`src/rtl/vector_alu_wb.sv`:
```
// Issue controller and writeback buffer for the 8-stage vector ALU.
// Tracks in-flight results alongside the ALU and queues them for register-file writeback.
module vector_alu_wb #(
    parameter int LAT   = 8,
    parameter int DEPTH = 2,
    parameter int TAG_W = 5
) (
    input  logic             clk,
    input  logic             rst,
    input  logic             flush,

    input  logic             issue_valid,
    output logic             issue_ready,
    input  logic [4:0]       issue_op,
    input  logic [7:0]       issue_imm,
    input  logic [TAG_W-1:0] issue_tag,
    input  logic             issue_is_vec,

    output logic [4:0]       alu_op,
    output logic [7:0]       alu_imm,
    output logic             alu_en,
    input  logic [31:0]      alu_vout [3:0],
    input  logic [31:0]      alu_rout,

    output logic             wb_valid,
    input  logic             wb_ready,
    output logic [TAG_W-1:0] wb_tag,
    output logic             wb_is_vec,
    output logic [31:0]      wb_vdata [3:0],
    output logic [31:0]      wb_rdata,

    output logic             busy
);

    localparam int PTR_W = (DEPTH > 1) ? $clog2(DEPTH) : 1;
    localparam int CNT_W = $clog2(DEPTH + 1);
    localparam logic [CNT_W-1:0] DEPTH_C = CNT_W'(DEPTH);
    localparam logic [PTR_W-1:0] LAST_PTR = PTR_W'(DEPTH - 1);

    // Tracker stage k mirrors what the ALU holds k enabled cycles after issue.
    logic [LAT:1]     trk_valid;
    logic [LAT:1]     trk_vec;
    logic [TAG_W-1:0] trk_tag [1:LAT];

    logic [TAG_W-1:0] fifo_tag   [DEPTH];
    logic             fifo_vec   [DEPTH];
    logic [31:0]      fifo_vdata [DEPTH][4];
    logic [31:0]      fifo_rdata [DEPTH];

    logic [PTR_W-1:0] wr_ptr;
    logic [PTR_W-1:0] rd_ptr;
    logic [CNT_W-1:0] count;

    logic space;
    logic push;
    logic pop;

    function automatic logic [PTR_W-1:0] ptr_inc(input logic [PTR_W-1:0] p);
        if (p == LAST_PTR) begin
            return '0;
        end
        return p + 1'b1;
    endfunction

    // Both handshakes are plain valid/ready: a transfer happens exactly in a
    // cycle where valid and ready are both high, and neither side waits on the
    // other's ready before raising valid.
    assign pop         = wb_valid & wb_ready;
    assign space       = (count < DEPTH_C) | pop;
    assign alu_en      = ~rst & ~flush & (~trk_valid[LAT] | space);
    assign issue_ready = alu_en;
    assign push        = alu_en & trk_valid[LAT];

    assign alu_op  = issue_op;
    assign alu_imm = issue_imm;

    always_ff @(posedge clk) begin
        if (rst) begin
            trk_valid <= '0;
            trk_vec   <= '0;
            for (int k = 1; k <= LAT; k++) begin
                trk_tag[k] <= '0;
            end
        end else if (flush) begin
            trk_valid <= '0;
        end else if (alu_en) begin
            trk_valid[1] <= issue_valid & issue_ready;
            trk_tag[1]   <= issue_tag;
            trk_vec[1]   <= issue_is_vec;
            for (int k = 2; k <= LAT; k++) begin
                trk_valid[k] <= trk_valid[k-1];
                trk_tag[k]   <= trk_tag[k-1];
                trk_vec[k]   <= trk_vec[k-1];
            end
        end
    end

    // The unused result field is zeroed at capture so the head needs no masking.
    always_ff @(posedge clk) begin
        if (rst) begin
            wr_ptr <= '0;
            rd_ptr <= '0;
            count  <= '0;
            for (int e = 0; e < DEPTH; e++) begin
                fifo_tag[e]   <= '0;
                fifo_vec[e]   <= 1'b0;
                fifo_rdata[e] <= '0;
                for (int i = 0; i < 4; i++) begin
                    fifo_vdata[e][i] <= '0;
                end
            end
        end else begin
            if (push) begin
                fifo_tag[wr_ptr]   <= trk_tag[LAT];
                fifo_vec[wr_ptr]   <= trk_vec[LAT];
                fifo_rdata[wr_ptr] <= trk_vec[LAT] ? 32'd0 : alu_rout;
                for (int i = 0; i < 4; i++) begin
                    fifo_vdata[wr_ptr][i] <= trk_vec[LAT] ? alu_vout[i] : 32'd0;
                end
            end
            if (flush) begin
                wr_ptr <= '0;
                rd_ptr <= '0;
                count  <= '0;
            end else begin
                if (push) begin
                    wr_ptr <= ptr_inc(wr_ptr);
                end
                if (pop) begin
                    rd_ptr <= ptr_inc(rd_ptr);
                end
                case ({push, pop})
                    2'b10:   count <= count + 1'b1;
                    2'b01:   count <= count - 1'b1;
                    default: count <= count;
                endcase
            end
        end
    end

    assign wb_valid  = (count != '0);
    assign wb_tag    = fifo_tag[rd_ptr];
    assign wb_is_vec = fifo_vec[rd_ptr];
    assign wb_rdata  = fifo_rdata[rd_ptr];

    always_comb begin
        for (int i = 0; i < 4; i++) begin
            wb_vdata[i] = fifo_vdata[rd_ptr][i];
        end
    end

    assign busy = ~rst & ((|trk_valid) | wb_valid);

endmodule
```
`config.mk`:
```
export PLATFORM = sky130hd
export DESIGN_NAME = vector_alu_wb
export DESIGN_NICKNAME = d
export VERILOG_FILES = /design/src/rtl/vector_alu_wb.sv
export SDC_FILE = /design/constraint.sdc
export NUM_CORES = 1
export LEC_CHECK = 0
export ABC_AREA = 1
export ABC_CLOCK_PERIOD_IN_PS = 6200
export BUFFER_PORTS_ARGS = -buffer_cell sky130_fd_sc_hd__buf_4
export CAP_MARGIN = 20
export CORE_MARGIN = 2
export CORE_UTILIZATION = 55
export CTS_BUF_LIST = sky130_fd_sc_hd__clkbuf_16
export CTS_CLUSTER_DIAMETER = 80
export DETAILED_ROUTE_END_ITERATION = 8
export MAX_ROUTING_LAYER = met4
export PLACE_DENSITY_LB_ADDON = 0.08
export SLEW_MARGIN = 20
export SYNTH_ARGS = -nofsm -noshare
export SYNTH_HDL_FRONTEND = slang
export SYNTH_SLANG_ARGS = --single-unit
```
`constraint.sdc`:
```
create_clock -name clk -period 6.2 [get_ports clk]
set_clock_uncertainty 0.1 [all_clocks]
set_input_delay 0.93 -clock clk [delete_from_list [all_inputs] [get_ports clk]]
set_output_delay 0.93 -clock clk [all_outputs]
set_load 0.02 [all_outputs]
```
==> flow_metrics.tcl <==
set metrics [dict create \
    chipWidth_um 179 \
    grt_overflow_total 0 \
    first_pass_iters 5 \
    yosysUniqueCellTypes 21 \
    final_util_pct 68.5 \
    path_cells "nand3_1 -> nand2_1 -> buf_4 -> inv_2 -> buf_4" \
    rsz0062_at_grt "false" \
    die_y_um 179 \
    hold_viol 0 \
    pwr-share-seq_pct 54.3 \
    sw_frac_of_total_pct 21.0 \
    synthCells 1331 \
    ys_ff_latch 393 \
    timing.hold.ws_ps 347 \
    cts_setup_buffers 0 \
    postCtsHoldBufs 0 \
    wl_per_cell_um 17.4 \
    cp-start-kind "flip-flop" \
    seqCellArea_sq_um 11600 \
    slowest_delay_ps 520 \
    drive_gt1_share_pct 35.0 \
    vias 10590 \
    place_hpwl_mm 22.3 \
    grt_max_degree 94 \
    critPathMostFrequentCell "buf_4" \
    pin_count 367 \
    numCtsBuffers 40 \
    fmaxAchievable_ghz 0.279 \
    slew_headroom_pct 33.0 \
    power.switching_w 0.00117 \
    synth_area_sq_um 16800 \
    grt_pass1_vias 10376 \
    yosys-top-cells-area "edfxtp_1 (66%), mux2_2 (11%), nor3_1 (6.7%), inv_1 (4.8%), nor2_1 (3.6%)" \
    finalCritPeriodShare_pct 57.9 \
    drc 0 \
    powerDensity_nw_per_um2 267 \
    synth_compound_area_share_pct 0.483 \
    final_net_count 1815 \
    synth_xor_area_share_pct 0 \
    slew_viol_final 0 \
    p_leak_nw 8.89 \
    syn_nets 1516 \
    dieArea_sq_um 32000 \
    crit_arrival_ps 2560 \
    cts_tree "yes" \
    htree_num_levels 2 \
    fillCellCount 2276 \
    routed_wl_mm 35.9 \
    first_iter_violations 746 \
    fp-row-count 64 \
    worst_slew_pin_slew_ps 1000 \
    core-area_sq_um 30300 \
    drv_cap 0 \
    setup_viol 0 \
    synthMuxAreaShare_pct 11.1 \
    pwr-share-clk_pct 39.0 \
    pwr-share-comb_pct 6.6 \
    cp_max_fo 49 \
    ys.warnings.count 0 \
    synth_top_area_share_pct 66.4 \
    vias_per_cell 5.15 \
    syn_to_final_growth_pct 23.5 \
    multi_input_area_sq_um 3970 \
    synth.largest_area_cell "edfxtp_1" \
    clk-insertion-delay-late_ps 520 \
    ys_seq_area_share_pct 68.9 \
    p_total_w 0.00555 \
    ir_worst_vdd_mv 0.254 \
    p_int_w 0.00438 \
    cpMaxStageDelayCell "dfxtp_1" \
    ant_nets 0 \
    clkSinkCount 393 \
    synth_top_family_by_area "simple AND/OR/NAND/NOR gates" \
    hp-class "reg -> reg" \
    start_util_pct 55.5 \
    cts_root_buf "clkbuf_16" \
    crit_type "reg -> out" \
    period_needed_ps 3590 \
    portBuffers 340 \
    status "finished clean" \
    grt.total_usage_pct 22.5 \
    syn_avg_cell_area_sq_um 12.6 \
    grt_pass1_wl_mm 54.1 \
    synth-simple-area-share_pct 11.6 \
    routabilityCongestion 0.789 \
    cts_buffer_depth 3 \
    post_cts_resize_count 0 \
    crit_path_end_kind "output pin" \
    tns_ps 0 \
    crit_required_ps 5170 \
    clkTransAtPathRegs_ps 60 \
    synth-adder-area-share_pct 0.0743 \
    antenna_found_initial 2 \
]
through the flow:
step / std cells / setup slack [ps] / instance area, sq um
2_1_floorplan: 1331 / 469 / 16800
6_report: 2056 / 2610 / 20800
4_1_cts: 2053 / 2350 / 20800
5_1_grt: 2056 / 2400 / 20800
3_5_place_dp: 1983 / 2550 / 19600
3_3_place_gp: 1982 / 2470 / 19600
layer usage:
metal	GRT usage, %	share of wire [%]
met5	-	0
met4	6.47	2.5
met3	6.21	8.7
met2	37.3	50
met1	27.2	39
cell families after synthesis:
group,after synthesis
AOI/OAI and AO/OA,16
adders and majority gates,1
buffers and inverters,318
DFF,393
muxes,166
and+or+nand+nor,437
worst max-delay path, delay by kind of cell (launching register included):
| kind | cells | cell delay [ps] |
|---|---|---|
| buffers and inverters | 3 | 840 |
| AND/OR/NAND/NOR | 2 | 660 |
| flip-flops | 1 | 520 |
area by class of cell:
class	count	share of cell area [%]
repair buffers	357	13.1
clock inverters	29	0.686
flip-flops and latches	393	55.8
clock buffers	41	4.94
inverters	218	3.94
multi-input cells	620	19.1
well taps	396	2.38
diodes	2	0.0241
power by group through the flow:
stage | clock network [W] | logic (W) | registers [W]
2_1_floorplan | 0 | 0.000192 | 0.00308
3_3_place_gp | 0 | 0.000369 | 0.00307
3_5_place_dp | 0 | 0.000372 | 0.00307
4_1_cts | 0.00221 | 0.000374 | 0.00302
5_1_grt | 0.00231 | 0.000401 | 0.00302
6_report | 0.00217 | 0.000369 | 0.00302
Yosys cell counts:
cell type    n
mux2_2     166
nand4_2      2
dfxtp_1     21
o21ai_0      5
inv_1      215
nand4_1      2
buf_2       49
clkbuf_1    30
nand3_1      9
nor2_1     161
inv_2        1
a21oi_1     10
nand2_1     38
nor3_1     224
a31oi_1      1
ha_1         1
buf_1        4
clkinv_1     2
buf_4       17
edfxtp_1   372
nor2_2       1
worst paths after layout:
check / start / cells after the start / endpoint / slack [ps]
worst min-delay path: trk_vec[1]$_SDFFE_PP0P_ / 2 / trk_vec[2]$_SDFFE_PP0P_ / 350
worst min register to register: trk_vec[1]$_SDFFE_PP0P_ / 2 / trk_vec[2]$_SDFFE_PP0P_ / 350
worst max-delay path: trk_valid[8]$_SDFFE_PP0N_ / 5 / alu_en / 2610
worst max register to register: trk_valid[8]$_SDFFE_PP0N_ / 4 / fifo_vdata[0][94]$_SDFFCE_PN0P_ / 3080
cell usage in the layout (no fill, tap or decap), types with 5 or more instances in the layout:
| cell type | n |
|---|---|
| edfxtp_1 | 372 |
| nor3_1 | 224 |
| o21ai_0 | 5 |
| nand2_1 | 35 |
| nor2_1 | 161 |
| clkbuf_16 | 41 |
| dfxtp_1 | 18 |
| clkinv_1 | 11 |
| buf_4 | 354 |
| inv_1 | 228 |
| clkinv_2 | 6 |
| nand3_1 | 9 |
| a21oi_1 | 10 |
| mux2_2 | 166 |
state kept, by name, summed over array words and instances (netlist names), named ones only:
signal and cells:
trk_vec 8, fifo_rdata 64, fifo_vec 2, fifo_vdata 256, trk_valid 8, rd_ptr 1, wr_ptr 1, fifo_tag 10
trk_tag 40, count 2
Power figures use the tool's default switching activity.
